**src/rtl/mnist_infer_seq.sv**
```systemverilog
// Request/response sequencer for the MNIST engine: clear, start, wait for done, argmax-scan the class scores.
// Optional watchdog in WAIT is built only when SEQ_TIMEOUT_EN is defined.
module mnist_infer_seq #(
  parameter int DATA_WIDTH     = 9,
  parameter int NUM_CLASSES    = 10,
  parameter int TIMEOUT_CYCLES = 65535
) (
  input  logic                         clk,
  input  logic                         rst,
  input  logic                         req_valid,
  output logic                         req_ready,
  output logic                         eng_reset,
  output logic                         eng_start,
  input  logic                         eng_done,
  output logic [3:0]                   eng_out_idx,
  input  logic signed [DATA_WIDTH-1:0] eng_out,
  output logic                         res_valid,
  input  logic                         res_ready,
  output logic [3:0]                   res_digit,
  output logic signed [DATA_WIDTH-1:0] res_score,
  output logic                         res_err,
  output logic                         busy
);

  if (NUM_CLASSES < 2 || NUM_CLASSES > 16 || TIMEOUT_CYCLES < 1 || TIMEOUT_CYCLES > 65535) begin : g_bad_cfg
    $error("mnist_infer_seq: illegal parameter combination");
  end

  typedef enum logic [2:0] {S_IDLE, S_CLR, S_START, S_WAIT, S_SCAN, S_RESP} state_t;

  localparam logic [3:0] LAST_IDX = 4'(NUM_CLASSES - 1);

  state_t                       state_q, state_d;
  logic [3:0]                   idx_q, idx_d;
  logic signed [DATA_WIDTH-1:0] best_score_q, best_score_d;
  logic [3:0]                   best_idx_q, best_idx_d;
  logic [3:0]                   res_digit_q, res_digit_d;
  logic signed [DATA_WIDTH-1:0] res_score_q, res_score_d;
  logic                         req_ready_q, req_ready_d;
  logic                         busy_q, busy_d;
  logic                         eng_reset_q, eng_reset_d;
  logic                         eng_start_q, eng_start_d;
  logic                         res_valid_q, res_valid_d;
  logic                         take;

`ifdef SEQ_TIMEOUT_EN
  localparam logic [15:0] WD_LAST = 16'(TIMEOUT_CYCLES - 1);
  logic [15:0] wd_cnt_q, wd_cnt_d;
  logic        res_err_q, res_err_d;
`endif

  always_comb begin
    state_d      = state_q;
    idx_d        = '0;
    best_score_d = best_score_q;
    best_idx_d   = best_idx_q;
    res_digit_d  = res_digit_q;
    res_score_d  = res_score_q;
`ifdef SEQ_TIMEOUT_EN
    res_err_d    = res_err_q;
    wd_cnt_d     = '0;
`endif
    // k=0 loads unconditionally; strict compare afterwards keeps the lowest index on ties
    take = (idx_q == 4'd0) || (eng_out > best_score_q);

    case (state_q)
      S_IDLE:  if (req_valid && req_ready_q) state_d = S_CLR;
      S_CLR:   state_d = S_START;
      S_START: state_d = S_WAIT;
      S_WAIT: begin
        if (eng_done) state_d = S_SCAN;
`ifdef SEQ_TIMEOUT_EN
        else if (wd_cnt_q == WD_LAST) begin
          state_d     = S_RESP;
          res_digit_d = '0;
          res_score_d = '0;
          res_err_d   = 1'b1;
        end else wd_cnt_d = wd_cnt_q + 16'd1;
`endif
      end
      S_SCAN: begin
        if (take) begin
          best_score_d = eng_out;
          best_idx_d   = idx_q;
        end
        if (idx_q == LAST_IDX) begin
          state_d     = S_RESP;
          res_digit_d = take ? idx_q : best_idx_q;
          res_score_d = take ? eng_out : best_score_q;
`ifdef SEQ_TIMEOUT_EN
          res_err_d   = 1'b0;
`endif
        end else begin
          idx_d = idx_q + 4'd1;
        end
      end
      S_RESP: begin
        if (res_valid_q && res_ready) begin
          state_d = S_IDLE;
`ifdef SEQ_TIMEOUT_EN
          res_err_d = 1'b0;
`endif
        end
      end
      default: state_d = S_IDLE;
    endcase

    // Outputs are registered from the next state so they line up with it
    req_ready_d = (state_d == S_IDLE);
    busy_d      = (state_d != S_IDLE);
    eng_reset_d = (state_d == S_CLR);
    eng_start_d = (state_d == S_START);
    res_valid_d = (state_d == S_RESP);
  end

  always_ff @(posedge clk) begin
    if (!rst) begin
      state_q      <= S_IDLE;
      idx_q        <= '0;
      best_score_q <= '0;
      best_idx_q   <= '0;
      res_digit_q  <= '0;
      res_score_q  <= '0;
      req_ready_q  <= 1'b1;
      busy_q       <= 1'b0;
      eng_reset_q  <= 1'b0;
      eng_start_q  <= 1'b0;
      res_valid_q  <= 1'b0;
`ifdef SEQ_TIMEOUT_EN
      wd_cnt_q     <= '0;
      res_err_q    <= 1'b0;
`endif
    end else begin
      state_q      <= state_d;
      idx_q        <= idx_d;
      best_score_q <= best_score_d;
      best_idx_q   <= best_idx_d;
      res_digit_q  <= res_digit_d;
      res_score_q  <= res_score_d;
      req_ready_q  <= req_ready_d;
      busy_q       <= busy_d;
      eng_reset_q  <= eng_reset_d;
      eng_start_q  <= eng_start_d;
      res_valid_q  <= res_valid_d;
`ifdef SEQ_TIMEOUT_EN
      wd_cnt_q     <= wd_cnt_d;
      res_err_q    <= res_err_d;
`endif
    end
  end

  assign req_ready   = req_ready_q;
  assign busy        = busy_q;
  assign eng_reset   = eng_reset_q;
  assign eng_start   = eng_start_q;
  assign eng_out_idx = idx_q;
  assign res_valid   = res_valid_q;
  assign res_digit   = res_digit_q;
  assign res_score   = res_score_q;
`ifdef SEQ_TIMEOUT_EN
  assign res_err     = res_err_q;
`else
  assign res_err     = 1'b0;
`endif

endmodule

```
**config.mk**
```make
export PLATFORM = sky130hd
export DESIGN_NAME = mnist_infer_seq
export DESIGN_NICKNAME = d
export VERILOG_FILES = /design/src/rtl/mnist_infer_seq.sv
export SDC_FILE = /design/constraint.sdc
export NUM_CORES = 1
export LEC_CHECK = 0
export ABC_CLOCK_PERIOD_IN_PS = 2100
export CORE_MARGIN = 4
export CORE_UTILIZATION = 25
export CTS_BUF_LIST = sky130_fd_sc_hd__clkbuf_4
export DETAILED_ROUTE_END_ITERATION = 8
export HOLD_SLACK_MARGIN = 0.08
export PLACE_DENSITY = 0.43
export SETUP_SLACK_MARGIN = 0.3
export SYNTH_ARGS = -nofsm -noshare
export SYNTH_HDL_FRONTEND = slang
export SYNTH_SLANG_ARGS = --single-unit
```
**constraint.sdc**
```tcl
create_clock -name clk -period 2.1 [get_ports clk]
set_input_delay 0.21 -clock clk [delete_from_list [all_inputs] [get_ports clk]]
set_output_delay 0.21 -clock clk [all_outputs]
set_load 0.01 [all_outputs]
```
[After elaboration in Yosys (flattened, before gate mapping)]
Cells that the tools add are included.
Storage, ports and cells
  flip-flop bits (word level): 38
  word-level logic and storage cells: 40
  bits of input ports: 14
Operators by class
  $lt $le $gt $ge: 1
  eq/ne operators: 9
  reduce and logical (&&, ||, !) cells: 9
  mux-type cells: 7
  add/sub/neg operators: 1
  bitwise logic cells: 2
Operator list (number)
  $pmux 3 s6: 1
  $mux 3: 4
  $eq 3x2->1 const B: 3
  $eq 3x3->1 const B: 3
  $gt 9x9->1: 1
  $mux 9: 1
  $eq 3x1->1 const B: 2
  $logic_not 3->1: 2
  $add 4x1->4 const B: 1
  $eq 4x4->1 const B: 1
  $logic_not 4->1: 1
  $mux 4: 1
  $reduce_bool 3->1: 1
  $reduce_or 3->1: 1
  $logic_and 1x1->1: 2
  $not 1->1: 2
  $reduce_and 2->1: 1
  $logic_or 1x1->1: 1

[Depth between registers and ports, before layout]
  depth after elaboration: 4
  gate-level depth with buffers: 8
  gate-level depth less buffers: 7

[Worst setup path before layout]
No wires, ideal clock.
  path kind: register to register
  start point: register best_score_q[8]
  end point: register best_score_q[8]
  buffers on the path: 1
  period minus slack after synthesis: 1.932 ns
  slack: 0.168 ns
  arrival time: 1.860 ns
  stages on the path, launching flop included: 9
  cells stage by stage: dfxtp_1 inv_1 ha_1 nand4_2 o21bai_1 o221a_2 a21oi_4 buf_8 mux2i_1
On the way
  longest elaborated chain between the ends: 3
Ends and longest elaborated chain
  start: declaration: line 35  | logic signed [DATA_WIDTH-1:0] best_score_q, best_score_d;
  start signal: assignment: line 136  | best_score_q <= best_score_d;
  $gt 9x9->1: line 64  | take = (idx_q == 4'd0) || (eng_out > best_score_q);
  $logic_or 1x1->1: line 64
  $mux 9 (*)
Mark *: on every way between the ends. The rest lies on a longest branch, timed or not.
A chain may end at the register's enable or synchronous reset.

[Worst setup path in the final report]
  start point: register best_score_q[3]
  end point: register res_score_q[0], in the netlist res_score[0]
On the way
  longest elaborated chain between the ends: 3
Ends and longest elaborated chain
  $gt 9x9->1: line 64
  $logic_or 1x1->1: line 64
  $mux 9
  end signal: assignment: line 139  | res_score_q <= res_score_d;
  end: declaration: line 38  | logic signed [DATA_WIDTH-1:0] res_score_q, res_score_d;
Every way passes these cells.

==> reports/results.ini <==
[run_status]
status=complete, no violations

[sta]
finalCritPeriodShare_pct=92.5
fmax_ghz=0.515
clock_skew_ns=0.0110
setup_violations=0
grt_setup_unrepaired=yes
hold_violations=0
period_minus_slack_ns=1.94
drv_slew=0
tns_ns=0

[place]
port_buffers=35
dp_hpwl_mm=3.64
gp_congestion=0.776

[global_route]
grt.total_usage_pct=12.9
grt_pass1_wl_mm=8.99
antenna_found_initial=0
grt_max_degree=25
grt_overflow=0
first_global_vias=1844

[die]
num_rows=31
dieWidth_um=94.8
top_level_ports=37
start_util_pct=25.8
coreArea_um2=7290
dieArea_um2=8980
die_y_um=94.8

[routing]
vias_per_cell=4.65
drt_wl_total_mm=5.53
ant_nets=0
wire_per_inst_um=14.1
first_pass_iters=4
drt-initial-drc-count=63
drc=0
num_vias=1821

[clocking]
cts_buffer_depth=2
cts_made_buffers=5
clk_latency_ns=0.36
htreeDepth=2
path_clk_slew_ns=0.12
root_buffer=clkbuf_4
cts_sinks=38
ctsHoldBuffers=0
cts_tree=yes

[synthesis]
netlist_top_cells_area=dfxtp_1, ha_1, nand2_1
synth_nets=250
synthFlopType=dfxtp_1
synth-seq-cells=38
synth_enable_flop_cells=0
synth_area_um2=1880
synth_top_area_share_pct=40.4
yosysTopAreaCell=dfxtp_1
ys_warn_count=0
synth_cells=224
syn_area_per_cell_um2=8.40
ys_async_sr_fraction_pct=0
post_synth_num_cell_types=40
ys_seq_area_share_pct=40.4

[worst_setup_path]
crit_fanout=7
crit_required_ns=2.39
setup.worst_path.end_class=flop
worstPathArrival_ns=2.23
start_kind=flop
critical_path_class=reg2reg

[pwr]
fin_total_pwr_w=0.00165
irDropWorstVdd_uv=198
power_density_nw_per_um2=558
leakagePower_nw=1.04

[layout]
diodes=0
finalNetCount=318
area_growth_pct=57.1
drive_above_1_share_pct=29.0

[run]
drv_cap=0

[worst_hold_path]
hold_class=reg2reg

[area by class of cell]
| type | instances | area (um^2) |
|---|---|---|
| clock inverters | 3 | 63.8 |
| flip-flops and latches | 38 | 771 |
| multi-input cells | 159 | 1230 |
| fillers | 772 | 4340 |
| inverters | 14 | 52.6 |
| well taps | 99 | 124 |
| repair buffers | 74 | 673 |
| clock buffers | 5 | 37.5 |
[final timing paths]
kind,startpoint,to,slack [ns],cells after the start
worst max-delay path,best_score_q[3],res_score[0],0.16,9
worst min-delay path,res_digit[2],res_digit[2],0.47,2
worst max register to register,best_score_q[3],res_score[0],0.16,9
worst min register to register,res_digit[2],res_digit[2],0.47,2
[what timing repair did]
| item | in CTS | in global routing |
|---|---|---|
| setup buffers | 14 | 3 |
| pin swaps | 14 | 12 |
| endpoints found under the setup margin | 26 | 26 |
| resized for setup | 39 | 13 |
| gates cloned | 1 | 0 |
[layout by cell type, fill, tap and decap left out, types with 4 or more instances in the layout]
cell type        count
ha_4                 8
mux2i_1             12
clkdlybuf4s50_1     35
inv_1                9
dfxtp_1             30
clkbuf_4             5
buf_6                8
dfxtp_2              8
buf_4               31
nand2_1             35
nor2_1               9
a31oi_1             12
ha_1                 4
o21ai_0             19
nand3_1             11
inv_2                5
[Yosys cell counts, types with 3 or more instances]
master,number
a21oi_1,4
a31oi_1,12
clkbuf_1,10
dfxtp_1,38
ha_1,12
inv_1,14
mux2i_1,12
nand2_1,36
nand2b_1,3
nand3_1,13
nand4_1,3
nor2_1,9
o21ai_0,24
o22ai_1,3
[through the flow]
step / utilization, % / hold slack, ns / instances / instance area, um^2 / worst slack [ns]
floorplan: - / 0.352 / 224 / 1900 / 0.244
detailed placement: 33.9 / 0.455 / 366 / 2470 / -0.200
global route: 40.5 / 0.500 / 392 / 2960 / 0.0662
global placement: 33.9 / 0.446 / 366 / 2470 / -0.186
CTS: 39.6 / 0.474 / 389 / 2890 / 0.172
finish: 40.5 / 0.467 / 392 / 2960 / 0.158
[state kept, by name, indices dropped and copies added (netlist names)]
name	cells
res_valid	1
req_ready	1
best_score_q	9
eng_out_idx	4
best_idx_q	4
state_q	3
eng_reset	1
res_digit	4
eng_start	1
res_score	9
busy	1
[routing by layer]
| metal | up-vias | global-route usage, % | wire length [um] |
|---|---|---|---|
| li1 | 927 | - | - |
| met4 | 0 | 5.29 | 119 |
| met2 | 30 | 20.8 | 2620 |
| met5 | - | 0 | 0 |
| met3 | 10 | 2.87 | 183 |
| met1 | 854 | 16.5 | 2610 |
[cell families (layout without fill, tap and decap cells)]
| family | after synthesis | after routing | share of synthesized area [%] |
|---|---|---|---|
| compound gates | 55 | 56 | 18.2 |
| mux | 12 | 12 | 6.38 |
| simple gates | 76 | 76 | 19.3 |
| fa+ha+maj | 12 | 12 | 7.98 |
| xor+xnor | 2 | 2 | 0.931 |
| other cells | 1 | 1 | 0.199 |
| flops | 38 | 38 | 40.4 |
| buf+inv | 28 | 96 | 6.52 |
[worst max-delay path, stage by stage, from the launching register on]
cell     delay [ns]
dfxtp_2        0.36
inv_2          0.05
ha_4           0.25
nand4_1        0.10
buf_6          0.15
nor3_4         0.24
buf_6          0.14
o221a_4        0.28
o21ai_0        0.12
a31oi_1        0.18
[report_power, final]
part           leakage, nW  switching (W)  internal [W]
clock network       0.0528       0.000268      0.000367
logic                0.676       0.000124      0.000137
registers            0.311      0.0000155      0.000740
total                 1.04       0.000407       0.00124
Power figures use the tool's default switching activity.
